$ cat config.mk
export PLATFORM = sky130hd
export DESIGN_NAME = config_bus_writer
export DESIGN_NICKNAME = d
export VERILOG_FILES = /design/src/rtl/cfg_pkg.sv /design/src/rtl/cfg_read_pipe.sv /design/src/rtl/config_bus_writer.sv
export SDC_FILE = /design/constraint.sdc
export NUM_CORES = 1
export LEC_CHECK = 0
export ABC_AREA = 1
export ABC_CLOCK_PERIOD_IN_PS = 4400
export BUFFER_PORTS_ARGS = -buffer_cell sky130_fd_sc_hd__buf_4
export CAP_MARGIN = 40
export CORE_AREA = 10 10 83 85
export DETAILED_ROUTE_END_ITERATION = 16
export DIE_AREA = 0 0 93 95
export GPL_TIMING_DRIVEN = 0
export PLACE_DENSITY_LB_ADDON = 0.3
export SYNTH_ARGS = -nofsm -noshare
export SYNTH_HDL_FRONTEND = slang
export SYNTH_SLANG_ARGS = --single-unit
$ cat constraint.sdc
create_clock -name CLK -period 4.4 [get_ports CLK]
set_input_delay 0.88 -clock CLK [delete_from_list [all_inputs] [get_ports CLK]]
set_output_delay 0.88 -clock CLK [all_outputs]
set_load 0.005 [all_outputs]
$ cat src/rtl/cfg_pkg.sv
// Shared definitions for the config BRAM: address map, clock-init bit indices and
// the bus writer state type. Verify states exist only with CONFIG_WRITE_VERIFY_EN.
package cfg_pkg;

  localparam logic [5:0] ADDR_CTRL_FLAG        = 6'h00;
  localparam logic [5:0] ADDR_FPGA_INFO        = 6'h01;
  localparam logic [5:0] ADDR_SEQ_CYCLE        = 6'h02;
  localparam logic [5:0] ADDR_SEQ_DIV          = 6'h03;
  localparam logic [5:0] ADDR_WAVELENGTH       = 6'h08;
  localparam logic [5:0] ADDR_SEQ_SYNC_TIME_0  = 6'h09;
  localparam logic [5:0] ADDR_SEQ_SYNC_TIME_1  = 6'h0A;
  localparam logic [5:0] ADDR_SEQ_SYNC_TIME_2  = 6'h0B;
  localparam logic [5:0] ADDR_SEQ_SYNC_TIME_3  = 6'h0C;
  localparam logic [5:0] ADDR_MOD_CYCLE        = 6'h0D;
  localparam logic [5:0] ADDR_MOD_DIV          = 6'h0E;
  localparam logic [5:0] ADDR_MOD_SYNC_TIME_0  = 6'h0F;
  localparam logic [5:0] ADDR_MOD_SYNC_TIME_1  = 6'h10;
  localparam logic [5:0] ADDR_MOD_SYNC_TIME_2  = 6'h11;
  localparam logic [5:0] ADDR_MOD_SYNC_TIME_3  = 6'h12;
  localparam logic [5:0] ADDR_CLK_INIT_FLAG    = 6'h13;

  localparam int INIT_BIT_MOD = 0;
  localparam int INIT_BIT_SEQ = 1;

  typedef enum logic [3:0] {
    ST_IDLE,
    ST_WRITE,
`ifdef CONFIG_WRITE_VERIFY_EN
    ST_VERIFY_RD,
    ST_VERIFY_WAIT,
`endif
    ST_INIT_WR,
    ST_POLL_RD,
    ST_POLL_WAIT,
    ST_INFO_RD,
    ST_INFO_WAIT,
    ST_FIN
  } state_t;

  // The FPGA side owns these two words; the host stream must never overwrite them.
  function automatic logic is_reserved(input logic [5:0] addr);
    return (addr == ADDR_FPGA_INFO) || (addr == ADDR_CLK_INIT_FLAG);
  endfunction

`ifdef CONFIG_WRITE_VERIFY_EN
  function automatic logic [5:0] lowest_set(input logic [63:0] mask);
    logic [5:0] idx;
    idx = '0;
    for (int i = 63; i >= 0; i--) begin
      if (mask[i]) idx = 6'(i);
    end
    return idx;
  endfunction
`endif

endpackage

$ cat src/rtl/cfg_read_pipe.sv
// Tracks one outstanding BRAM read and pulses o_valid on the cycle the read data
// is present on the bus, READ_LATENCY cycles after the enable cycle.
module cfg_read_pipe #(
  parameter int READ_LATENCY = 2
) (
  input  logic clk,
  input  logic rst_n,
  input  logic i_start,
  output logic o_valid
);

  logic [READ_LATENCY-1:0] r_sr;

  if (READ_LATENCY == 1) begin : g_lat1
    always_ff @(posedge clk or negedge rst_n) begin
      if (!rst_n) r_sr <= '0;
      else        r_sr <= i_start;
    end
  end else begin : g_latn
    // NOTE: state registers use non-blocking assignments so every flop samples
    // pre-edge values regardless of process evaluation order.
    always_ff @(posedge clk or negedge rst_n) begin
      if (!rst_n) r_sr <= '0;
      else        r_sr <= {r_sr[READ_LATENCY-2:0], i_start};
    end
  end

  assign o_valid = r_sr[READ_LATENCY-1];

endmodule

$ cat src/rtl/config_bus_writer.sv
// Host-side config writer: streams words into the config BRAM port, raises the
// clock-init flags, polls for their clearance and reads back the FPGA info word.
// Optional read-back verification of the burst: define CONFIG_WRITE_VERIFY_EN.
module config_bus_writer
  import cfg_pkg::*;
#(
  parameter int          POLL_TIMEOUT  = 4096,
  parameter int          READ_LATENCY  = 2,
  parameter logic [1:0]  CONFIG_SELECT = 2'h0
) (
  input  logic        CLK,
  input  logic        RST_N,
  input  logic        S_VALID,
  output logic        S_READY,
  input  logic [5:0]  S_ADDR,
  input  logic [15:0] S_DATA,
  input  logic        S_LAST,
  input  logic [1:0]  INIT_REQ,
  output logic        BUS_EN,
  output logic        BUS_WE,
  output logic [1:0]  BUS_SELECT,
  output logic [5:0]  BUS_ADDR,
  output logic [15:0] BUS_WDATA,
  input  logic [15:0] BUS_RDATA,
  output logic        BUSY,
  output logic        DONE,
  output logic [7:0]  FPGA_INFO,
  output logic        TIMEOUT_ERR,
  output logic        ADDR_ERR,
  output logic        VERIFY_ERR
);

  localparam int              CNT_W   = $clog2(POLL_TIMEOUT + 1);
  localparam logic [CNT_W-1:0] CNT_MAX = CNT_W'(POLL_TIMEOUT);

  state_t           r_state;
  state_t           w_next;
  logic             r_armed;
  logic [1:0]       r_init_req;
  logic [CNT_W-1:0] r_poll_cnt;
  logic [7:0]       r_fpga_info;
  logic             r_tmo_err;
  logic             r_addr_err;

  logic             w_ready;
  logic             w_accept;
  logic             w_first;
  logic             w_reserved;
  logic             w_rd_start;
  logic             w_rd_valid;
  logic             w_set_tmo;
  logic             w_in_poll;
  state_t           w_after_burst;

`ifdef CONFIG_WRITE_VERIFY_EN
  logic [63:0]      r_written;
  logic             r_verify_err;
  logic [5:0]       r_vaddr;
  logic [15:0]      r_shadow [64];
  logic [5:0]       w_vaddr;
  logic             w_wr_beat;
`endif

  // r_armed holds S_READY low while reset is asserted, keeping every output at 0.
  assign w_ready    = r_armed && ((r_state == ST_IDLE) || (r_state == ST_WRITE));
  assign w_accept   = S_VALID && w_ready;
  assign w_first    = w_accept && (r_state == ST_IDLE);
  assign w_reserved = is_reserved(S_ADDR);
  assign w_in_poll  = (r_state == ST_POLL_RD) || (r_state == ST_POLL_WAIT);

`ifdef CONFIG_WRITE_VERIFY_EN
  assign w_after_burst = ST_VERIFY_RD;
  assign w_vaddr       = lowest_set(r_written);
  assign w_wr_beat     = w_accept && !w_reserved;
`else
  assign w_after_burst = (INIT_REQ != 2'b00) ? ST_INIT_WR : ST_INFO_RD;
`endif

  assign S_READY     = w_ready;
  assign BUS_SELECT  = CONFIG_SELECT;
  assign FPGA_INFO   = r_fpga_info;
  assign TIMEOUT_ERR = r_tmo_err;
  assign ADDR_ERR    = r_addr_err;

  cfg_read_pipe #(
    .READ_LATENCY(READ_LATENCY)
  ) u_read_pipe (
    .clk     (CLK),
    .rst_n   (RST_N),
    .i_start (w_rd_start),
    .o_valid (w_rd_valid)
  );

  always_ff @(posedge CLK or negedge RST_N) begin
    if (!RST_N) r_state <= ST_IDLE;
    else        r_state <= w_next;
  end

  always_comb begin
    // NOTE: every output of this block gets a default first so no path can
    // leave one unassigned and infer a latch.
    w_next     = r_state;
    BUS_EN     = 1'b0;
    BUS_WE     = 1'b0;
    BUS_ADDR   = '0;
    BUS_WDATA  = '0;
    BUSY       = 1'b1;
    DONE       = 1'b0;
    w_rd_start = 1'b0;
    w_set_tmo  = 1'b0;

    unique case (r_state)
      ST_IDLE, ST_WRITE: begin
        if (r_state == ST_IDLE) BUSY = w_accept;
        if (w_accept) begin
          BUS_EN    = 1'b1;
          BUS_WE    = !w_reserved;
          BUS_ADDR  = S_ADDR;
          BUS_WDATA = S_DATA;
          w_next    = S_LAST ? w_after_burst : ST_WRITE;
        end
      end
`ifdef CONFIG_WRITE_VERIFY_EN
      ST_VERIFY_RD: begin
        if (r_written == 64'd0) begin
          w_next = (!r_verify_err && (r_init_req != 2'b00)) ? ST_INIT_WR : ST_INFO_RD;
        end else begin
          BUS_EN     = 1'b1;
          BUS_ADDR   = w_vaddr;
          w_rd_start = 1'b1;
          w_next     = ST_VERIFY_WAIT;
        end
      end
      ST_VERIFY_WAIT: begin
        if (w_rd_valid) w_next = ST_VERIFY_RD;
      end
`endif
      ST_INIT_WR: begin
        BUS_EN    = 1'b1;
        BUS_WE    = 1'b1;
        BUS_ADDR  = ADDR_CLK_INIT_FLAG;
        BUS_WDATA = {14'd0, r_init_req};
        w_next    = ST_POLL_RD;
      end
      ST_POLL_RD: begin
        BUS_EN     = 1'b1;
        BUS_ADDR   = ADDR_CLK_INIT_FLAG;
        w_rd_start = 1'b1;
        w_next     = ST_POLL_WAIT;
      end
      ST_POLL_WAIT: begin
        if (w_rd_valid) begin
          if (BUS_RDATA == 16'd0) begin
            w_next = ST_INFO_RD;
          end else if (r_poll_cnt < CNT_MAX) begin
            w_next = ST_POLL_RD;
          end else begin
            w_set_tmo = 1'b1;
            w_next    = ST_INFO_RD;
          end
        end
      end
      ST_INFO_RD: begin
        BUS_EN     = 1'b1;
        BUS_ADDR   = ADDR_FPGA_INFO;
        w_rd_start = 1'b1;
        w_next     = ST_INFO_WAIT;
      end
      ST_INFO_WAIT: begin
        if (w_rd_valid) w_next = ST_FIN;
      end
      ST_FIN: begin
        BUSY   = 1'b0;
        DONE   = 1'b1;
        w_next = ST_IDLE;
      end
      default: begin
        w_next = ST_IDLE;
      end
    endcase
  end

  always_ff @(posedge CLK or negedge RST_N) begin
    if (!RST_N) begin
      r_armed     <= 1'b0;
      r_init_req  <= 2'b00;
      r_poll_cnt  <= '0;
      r_fpga_info <= '0;
      r_tmo_err   <= 1'b0;
      r_addr_err  <= 1'b0;
    end else begin
      r_armed <= 1'b1;
      if (w_accept && S_LAST) r_init_req <= INIT_REQ;

      // Sticky errors restart with each new burst.
      if (w_first) begin
        r_addr_err <= w_reserved;
        r_tmo_err  <= 1'b0;
      end else begin
        if (w_accept && w_reserved) r_addr_err <= 1'b1;
        if (w_set_tmo)              r_tmo_err  <= 1'b1;
      end

      if (r_state == ST_INIT_WR)                 r_poll_cnt <= '0;
      else if (w_in_poll && r_poll_cnt != CNT_MAX) r_poll_cnt <= r_poll_cnt + 1'b1;

      if ((r_state == ST_INFO_WAIT) && w_rd_valid) r_fpga_info <= BUS_RDATA[7:0];
    end
  end

`ifdef CONFIG_WRITE_VERIFY_EN
  always_ff @(posedge CLK or negedge RST_N) begin
    if (!RST_N) begin
      r_written    <= '0;
      r_verify_err <= 1'b0;
      r_vaddr      <= '0;
    end else begin
      if (w_first) begin
        r_written    <= w_wr_beat ? (64'd1 << S_ADDR) : 64'd0;
        r_verify_err <= 1'b0;
      end else if (w_wr_beat) begin
        r_written <= r_written | (64'd1 << S_ADDR);
      end else if ((r_state == ST_VERIFY_RD) && (r_written != 64'd0)) begin
        r_written <= r_written & ~(64'd1 << w_vaddr);
        r_vaddr   <= w_vaddr;
      end

      if ((r_state == ST_VERIFY_WAIT) && w_rd_valid && (BUS_RDATA != r_shadow[r_vaddr]))
        r_verify_err <= 1'b1;
    end
  end

  // NOTE: the shadow file has no reset; only entries marked in r_written are
  // ever compared, and dropping reset lets it map onto plain storage.
  always_ff @(posedge CLK) begin
    if (w_wr_beat) r_shadow[S_ADDR] <= S_DATA;
  end

  assign VERIFY_ERR = r_verify_err;
`else
  assign VERIFY_ERR = 1'b0;
`endif

endmodule

; Word level (Yosys, flattened, before mapping)
; Index checks and enable logic that the tools add are counted.
[totals]
register_bits = 32
out_inout_bits = 40
elab_cells = 75
[op_classes]
n_addsub = 1
order_cmp = 1
n_eq_ne = 13
muxes = 30
n_reduce_logical = 22
[ops]
columns = op, count
row1 = case mux 16 bit (2 select lines), 1
row2 = 2-to-1 mux 13 bit, 2
row3 = case mux 4 bit (6 select lines), 1
row4 = case mux 6 bit (3 select lines), 1
row5 = == test 4 x 3 -> 1 bit (second input constant), 4
row6 = logical NOT 16 bit, 1
row7 = 2-to-1 mux 16 bit, 1
row8 = adder 13 x 1 -> 13 bit (second input constant), 1
row9 = less-than comparator 13 bit (second input constant), 1
row10 = 2-to-1 mux 1 bit, 13
row11 = != test 13 bit (second input constant), 1
row12 = 2-to-1 mux 3 bit, 4
row13 = 2-to-1 mux 4 bit, 3
row14 = == test 4 x 2 -> 1 bit (second input constant), 2
row15 = nonzero test 2 bit, 4
row16 = logical AND 1 bit, 7
row17 = == test 6 x 1 -> 1 bit (second input constant), 1
row18 = == test 6 x 5 -> 1 bit (second input constant), 1
row19 = 2-to-1 mux 6 bit, 1
row20 = case mux 1 bit (2 select lines), 3
row21 = OR reduction 2 bit, 3
row22 = == test 4 x 1 -> 1 bit (second input constant), 1
row23 = logical NOT 4 bit, 1
row24 = != test 2 x 1 -> 1 bit (second input constant), 2
row25 = 5 further kinds, 7

; Depth between registers and ports, before layout
; Gate-level depths: netlist of the first run.
[depth]
ltp_word = 7
depth_mapped = 10

; Hierarchy
; From an unflattened synthesis of the first run, not the netlist that was laid out.
[unflattened]
hier_cells = 294
area_unflattened_um2 = 2078.2
[by_module_without_submodules]
columns = module, instances, cells_each, area_per_inst_um2, seq_area_each_um2
row1 = config_bus_writer, 1, 292, 2028.2, 725.7
row2 = cfg_read_pipe, 1, 2, 50.0, 50.0

; Least setup slack after synthesis of the first run
; OpenSTA, ideal clock, no wires.
[synth_timing]
path_kind = in2out
startpoint = input S_VALID
endpoint = output BUS_WE
arrival_ps = 1283
path_slack_ps = 2237
path_stages = 3
cell_sequence = nand2_2 > buf_6 > o21ai_0
[synth_via]
elab_chain_len = 3
[synth_lines]
columns = item, line
row1 = "start, declared", config_bus_writer.sv:13  ; input logic S_VALID,
row2 = logical AND 1 bit, config_bus_writer.sv:66  ; assign w_accept = S_VALID && w_ready;
row3 = 2-to-1 mux 1 bit, config_bus_writer.sv:115  ; if (w_accept) begin
row4 = case mux 1 bit (2 select lines), config_bus_writer.sv:112  ; unique case (r_state)
row5 = "end, declared", config_bus_writer.sv:20  ; output logic BUS_WE,
; Every way passes these cells.

; Worst setup path after layout of the first run
[layout_timing]
startpoint = register r_state[1]
endpoint = output BUS_WDATA[1]
[layout_via]
elab_chain_len = 6
word_cells_on_any_way = 9
cone_classes = eq/ne: 2 / mux: 2 / reduce/logical: 5
[layout_lines]
columns = item, line
row1 = "start, declared", config_bus_writer.sv:36  ; state_t r_state;
row2 = "start signal, assigned", config_bus_writer.sv:96  ; else r_state <= w_next;
row3 = == test 4 x 1 -> 1 bit / logical NOT 4 bit (equally long branches), "config_bus_writer.sv:65, config_bus_writer.sv:112"
row4 = logical OR 1 bit, config_bus_writer.sv:65  ; assign w_ready = r_armed && ((r_state == ST_IDLE) || (r_state == ST_WRITE));
row5 = logical AND 1 bit, config_bus_writer.sv:65
row6 = logical AND 1 bit, config_bus_writer.sv:66
row7 = 2-to-1 mux 16 bit, config_bus_writer.sv:115
row8 = case mux 16 bit (2 select lines) *, config_bus_writer.sv:112
row9 = "end, declared", config_bus_writer.sv:23  ; output logic [15:0] BUS_WDATA,
; Every way passes the cells marked *; elsewhere a longest branch is shown, timed or not.

==> flow_metrics.tcl, run 1 <==
set metrics [dict create \
    clk_root_buffer_cell "clkbuf_8" \
    ir_drop_mv 0.1302 \
    dp_hpwl_um 4586 \
    power.density_nw_per_um2 199.2 \
    cts_buffers 5 \
    ys.warnings.count 0 \
    synth_cell_types 29 \
    post_drt_via_cell_ratio 4.450 \
    post_cts_resized 0 \
    clk_path_buf_depth 2 \
    worstPathMaxFanout 7 \
    place_ws_ns 1.938 \
    yosysTopAreaCellShare_pct 37.90 \
    path_clk_slew_ns 0.07 \
    initial_utilization_pct 38.35 \
    startpoint_type "register" \
    slew_viol_final 0 \
    track_usage_pct 12.96 \
    tns_ns 0 \
    clock-sinks 31 \
    final_util_pct 52.95 \
    post-route-period-util_pct 62.42 \
    fin_nets 433 \
    setup_viol 0 \
    core_area_um2 5338 \
    maxCapViolCount 0 \
    layout_common_cells "nand2_1 (88), buf_4 (84), nor2_1 (59), inv_1 (41), dfrtp_1 (31)" \
    rows 27 \
    fmax_mhz 364.1 \
    port-buffer-count 80 \
    holdCritPathClass "register to register" \
    die_area_um2 8835 \
    crit_path_end_kind "primary output" \
    route.detailed.drc 0 \
    cts_max_level 2 \
    synth.largest_area_cell "dfrtp_1" \
    leakagePower_nw 1.571 \
    p_total_w 0.0005632 \
    post-cts-setup-buffers 0 \
    clock_latency_ns 0.28 \
    dr.pass1.iters 4 \
    die_h_um 95 \
    drt-total-wl_um 5654 \
    cpPeakStageDelay_ns 0.44 \
    grt_pass1_vias 2079 \
    crit_arrival_ns 1.87 \
    cts.hold.buffers_added 0 \
    worstSetupPathType "register to primary output" \
    drive_gt1_share_pct 30.15 \
    crit_chain "nor2_1 > and2_2 > nand2_2 > inv_1 > nand2_1 > o21ai_0 > buf_4" \
    slowest_stage "dfrtp_1" \
    placed_cells 452 \
    n_antenna_cell 0 \
    rsz0062_at_grt "false" \
    netlist_instances 298 \
    final_common_cell "nand2_1" \
    status "completed" \
    die_x_um 93 \
    reg2reg_depth 9 \
    antenna_found_initial 0 \
    synthTopCellsByArea "dfrtp_1 (38%), nand2_1 (16%), nor2_1 (11%)" \
    setup_slack_ns 1.653 \
    hold_end "u_read_pipe.r_sr[1]" \
    worstHoldStart "u_read_pipe.r_sr[0]" \
    initialDrtViolationCount 76 \
    io_pins 84 \
    routedWlPerCell_um 12.29 \
    ff2ff_setup_slack_ns 2.78 \
    finalNonFillerCells 460 \
    fin_crit_ns 2.747 \
    syn2layout_area_growth_pct 38.08 \
    finalHoldViolCount 0 \
    ant_nets 0 \
    grt_pass1_wl_um 9501 \
    rr_endpoint "r_poll_cnt[4]" \
    synth_area_um2 2047 \
    cts_tree "built" \
    r2r-start "r_poll_cnt[0]" \
    gp_congestion 0.8704 \
    worstPathRequired_ns 3.52 \
    vias 2047 \
    grt_max_degree 32 \
    synth.avg_cell_area_um2 6.869 \
    ys_ff_latch 31 \
    holdPathStages 0 \
    finClkSkew_ns 0.009865 \
    seq_area_frac_synth_pct 37.90 \
    grt_overflow_total 0 \
]
-- Yosys cell counts --
library cell / n
nor3b_1: 1
nor2_8: 1
a21oi_1: 3
dfrtp_1: 31
inv_1: 41
inv_4: 1
o21bai_1: 1
mux2_2: 8
nand3_1: 12
buf_12: 1
nor2_2: 2
inv_2: 4
nand4_1: 7
nand2_2: 4
and2_0: 1
buf_6: 1
xor2_1: 6
buf_4: 4
and2_2: 1
buf_2: 1
conb_1: 2
o21ai_0: 12
nor2_4: 1
nand2_1: 88
a31oi_1: 1
nor2_1: 59
ha_1: 2
o21ai_2: 1
nand2_4: 1
-- worst max-delay path by stage --
stage               startpoint           end  slack (ns)  depth (start not counted)
global route        r_state[1]  BUS_WDATA[1]        1.42                          7
finish              r_state[1]  BUS_WDATA[1]        1.65                          7
floorplan              S_VALID        BUS_WE        2.24                          3
detailed placement     S_VALID        BUS_EN        1.94                          5
CTS                 r_state[1]  BUS_WDATA[1]        1.62                          7
global placement       S_VALID        BUS_EN        1.95                          5
-- report_power, final --
part           internal [W]  switching (W)   total, W
logic             0.0000355      0.0000203  0.0000559
registers          0.000289     0.00000177   0.000291
clock network      0.000111       0.000105   0.000216
-- routing by layer --
metal,wire [um],up-vias,track usage [%]
li1,-,1078,-
met4,41,0,3.470
met3,284,4,3.965
met5,0,-,0
met2,3049,40,23.31
met1,2279,925,14.51
-- critical path, delay by kind of cell, from the launching register on --
kind,cells,cell delay (ns)
flops,1,0.44
compound gates,1,0.08
simple gates,4,0.74
buf+inv,2,0.32
-- sequential cells by signal, indices dropped and copies added (netlist names) --
register          flops
u_read_pipe.r_sr      2
FPGA_INFO             8
r_state               3
ADDR_ERR              1
r_init_req            2
r_armed               1
TIMEOUT_ERR           1
r_poll_cnt           13
-- cells by family (layout without fill, tap and decap cells) --
kind of cell,after synthesis,after routing,share of synthesized area [%]
AOI/OAI and AO/OA,18,18,4.768
muxes,8,8,4.401
DFF,31,31,37.90
and+or+nand+nor,178,178,36.98
adders and majority gates,2,2,1.222
buffers and inverters,53,141,11.80
xor gates and xnor gates,6,6,2.567
other,2,4,0.3669
-- per-stage QoR --
| stage | hold slack, ns | cell area [um2] |
|---|---|---|
| after detailed placement | 0.3449 | 2745 |
| after CTS | 0.3622 | 2826 |
| after global routing | 0.3721 | 2826 |
| after global placement | 0.3353 | 2745 |
| final | 0.3584 | 2826 |
| after floorplan | 0.3312 | 2054 |
-- final cells by class --
class | instances | area (um2)
Fill cell | 547 | 2511
Inverter | 46 | 175.2
Clock buffer | 7 | 76.32
Buffer | 7 | 66.31
Timing Repair Buffer | 80 | 600.6
Tap cell | 72 | 90.09
Clock inverter | 1 | 5.005
Sequential cell | 31 | 775.7
Multi-Input combinational cell | 216 | 1037
Note: power is estimated with default switching activity, not from simulation.
==> run 2, diff against run 1 <==
--- a/config.mk
+++ b/config.mk
@@ -5,13 +5,13 @@
 export SDC_FILE = /design/constraint.sdc
 export NUM_CORES = 1
 export LEC_CHECK = 0
-export ABC_AREA = 1
-export ABC_CLOCK_PERIOD_IN_PS = 4400
+export ABC_AREA = 0
+export ABC_CLOCK_PERIOD_IN_PS = 2800
 export BUFFER_PORTS_ARGS = -buffer_cell sky130_fd_sc_hd__buf_4
 export CAP_MARGIN = 40
-export CORE_AREA = 10 10 83 85
+export CORE_AREA = 10 10 81 83
 export DETAILED_ROUTE_END_ITERATION = 16
-export DIE_AREA = 0 0 93 95
+export DIE_AREA = 0 0 91 93
 export GPL_TIMING_DRIVEN = 0
 export PLACE_DENSITY_LB_ADDON = 0.3
 export SYNTH_ARGS = -nofsm -noshare
==> constraint.sdc (replaced) <==
create_clock -name CLK -period 2.8 [get_ports CLK]
set_input_delay 0.56 -clock CLK [delete_from_list [all_inputs] [get_ports CLK]]
set_output_delay 0.56 -clock CLK [all_outputs]
set_load 0.005 [all_outputs]
==> run 2 against run 1 <==
Global-route usage grew 0.97 points. Via count shrank 0.15%. Final cell count shrank 18%. Wire length grew 8.3%. Sequential cell count is the same. Utilization grew 1.0 points. Die area shrank 4.2%. Highest routed layer unchanged. Sequential share of layout area grew 1.2 points. Synthesized area shrank 5.9%. Worst setup slack lost 1.5 ns. Total power grew 58%. Largest cell class unchanged.
==> flow_metrics.tcl, run 2 <==
set metrics [dict create \
    slew_viol_final 0 \
    status "completed" \
    ys_ff_latch 31 \
    yosysMostFrequentCell "dfrtp_1" \
    grt_overflow_total 0 \
    clock_latency_ns 0.29 \
    final_common_cell "buf_4" \
    post-route-period-util_pct 92.84 \
    netlist_instances 217 \
    p_total_w 0.0008901 \
    cts_buffers 5 \
    setup_viol 0 \
    io_pins 84 \
    worstMarginPinSlew_ns 0.7582 \
    rsz0062_at_grt "false" \
    startpoint_type "register" \
    port-buffer-count 80 \
    finalHoldViolCount 0 \
    maxSlewHeadroom_pct 49.27 \
    initial_utilization_pct 38.46 \
    synth.avg_cell_area_um2 8.879 \
    grt_pass1_vias 2037 \
    routedWlPerCell_um 16.25 \
    worstPathRequired_ns 2.24 \
    r2r-start "r_state[0]" \
    tns_ns 0 \
    maxCapViolCount 0 \
    cts_max_level 2 \
    slowest_stage "dfrtp_1" \
    post_drt_via_cell_ratio 5.422 \
    crit_chain "clkbuf_1 > clkinv_1 > nand2_1 > a22oi_1 > buf_4" \
    synth.largest_area_cell "dfrtp_1" \
    fin_hold_ws_ns 0.1896 \
    fmax_mhz 384.7 \
    yosysTopAreaCellShare_pct 40.26 \
    n_antenna_cell 0 \
    setup_slack_ns 0.2004 \
    ys.warnings.count 0 \
    clk_path_buf_depth 2 \
    postPlaceCellArea_um2 2623 \
    dr.pass1.iters 5 \
    ff2ff_setup_slack_ns 0.71 \
    cts.hold.buffers_added 0 \
    power.density_nw_per_um2 329.2 \
    path_clk_slew_ns 0.07 \
    core_area_um2 5010 \
    fin_crit_ns 2.600 \
    top_register "r_poll_cnt" \
    initialDrtViolationCount 227 \
    ant_nets 0 \
    cp_num_buf_inv 3 \
    layout_common_cells "buf_4 (84), dfrtp_1 (31), and3_1 (20), a21oi_1 (16)" \
    clock-sinks 31 \
    largest_reg_flops 13 \
    synth_common_cells "dfrtp_1 (31), and3_1 (20), a21oi_1 (16)" \
    syn2layout_area_growth_pct 40.32 \
    cts_tree "built" \
    synth_cell_types 43 \
    track_usage_pct 13.92 \
    drive_gt1_share_pct 33.88 \
    worstSetupPathType "register to primary output" \
    post-cts-setup-buffers 0 \
    rr_endpoint "FPGA_INFO[7]" \
    rows 26 \
    postLayoutCellArea_um2 2704 \
    crit_arrival_ns 2.04 \
    ir_drop_mv 0.2923 \
    leakagePower_nw 1.268 \
    finClkSkew_ns 0.009149 \
    dp_hpwl_um 4696 \
    async_reset_ff_share_pct 100.0 \
    cpPeakStageDelay_ns 0.41 \
    antenna_found_initial 0 \
    crit_path_end_kind "primary output" \
    place_ws_ns 0.5177 \
    die_x_um 91 \
    die_h_um 93 \
    vias 2044 \
    drt-total-wl_um 6126 \
    holdCritPathClass "input pin to asynchronous set/reset pin" \
    synth_flop_cell "dfrtp_1" \
    fin_nets 352 \
    grt_pass1_wl_um 9887 \
    gp_congestion 0.9183 \
    seq_area_frac_synth_pct 40.26 \
    synthTopCellsByArea "dfrtp_1 (40%), and3_1 (6.5%), mux2_2 (5.8%)" \
    reg2reg_depth 4 \
    synth_area_um2 1927 \
    worstPathMaxFanout 10 \
    cpLargestDelayFamily "buffers and inverters" \
    clk_root_buffer_cell "clkbuf_8" \
    grt_max_degree 32 \
    die_area_um2 8463 \
    post_cts_resized 0 \
    synth_edf_count 0 \
    route.detailed.drc 0 \
]
[run 2: changes by cell type after synthesis, moves of 5 or more]
cell      delta
clkbuf_1    +13
a221oi_1     +5
o21ai_0      -6
nor4_1       +5
a211oi_1     +8
nor2_1      -44
inv_1       -37
nand2_1     -74
a21oi_1     +13
nand3_1      -8
and3_1      +20
xor2_1       -5
[run 2: logic make-up after synthesis]
kind of cell / Yosys count / share of synthesized area [%]
xor gates and xnor gates: 3 / 1.364
adders and majority gates: 2 / 1.298
muxes: 10 / 5.844
DFF: 31 / 40.26
and+or+nand+nor: 86 / 24.87
AOI/OAI and AO/OA: 58 / 20.32
other: 2 / 0.3898
buffers and inverters: 25 / 5.650
[run 2: routing by layer]
| metal | track usage, % | share of wire [%] | vias up |
|---|---|---|---|
| met4 | 4.439 | 1.0 | 0 |
| met1 | 15.85 | 42 | 964 |
| met5 | 0 | 0 | - |
| li1 | - | - | 994 |
| met3 | 4.237 | 5.9 | 8 |
| met2 | 24.46 | 51 | 78 |
[run 2: area by class of cell]
cell class	count	area, um2
fill	484	2306
sequential	31	775.7
buffer	19	86.33
clock buffer	7	76.32
tap	70	87.58
multi-input combinational	163	1050
inverter	6	22.52
timing repair buffer	80	600.6
clock inverter	1	5.005
[run 2: how the worst max path moves through the flow]
stage / slack, ns / depth (start not counted) / from / to
detailed placement: 0.52 / 5 / r_state[1] / BUS_EN
CTS: 0.20 / 5 / r_state[1] / BUS_ADDR[0]
global placement: 0.52 / 5 / r_state[1] / BUS_ADDR[0]
finish: 0.20 / 5 / r_state[1] / BUS_EN
global route: 0.05 / 5 / r_state[1] / BUS_ADDR[0]
floorplan: 0.96 / 5 / r_state[2] / r_poll_cnt[12]
[run 2: where the power goes]
part           internal, W  total (W)  switching (W)
combinational    0.0000556  0.0000881      0.0000325
sequential        0.000454   0.000458     0.00000345
clock             0.000174   0.000344       0.000170
[run 2: worst register-to-register path, delay by kind of cell, from the launching register on]
kind,cells,cell delay [ns]
AND/OR/NAND/NOR,1,0.44
buffers and inverters,2,0.76
multiplexers,1,0.39
flip-flops,1,0.38
[run 2: metrics by stage]
stage | util (%) | cells
6_report | 53.97 | 377
2_1_floorplan | - | 219
5_1_grt | 53.97 | 377
4_1_cts | 53.97 | 377
3_5_place_dp | 52.35 | 369
3_3_place_gp | 52.35 | 369
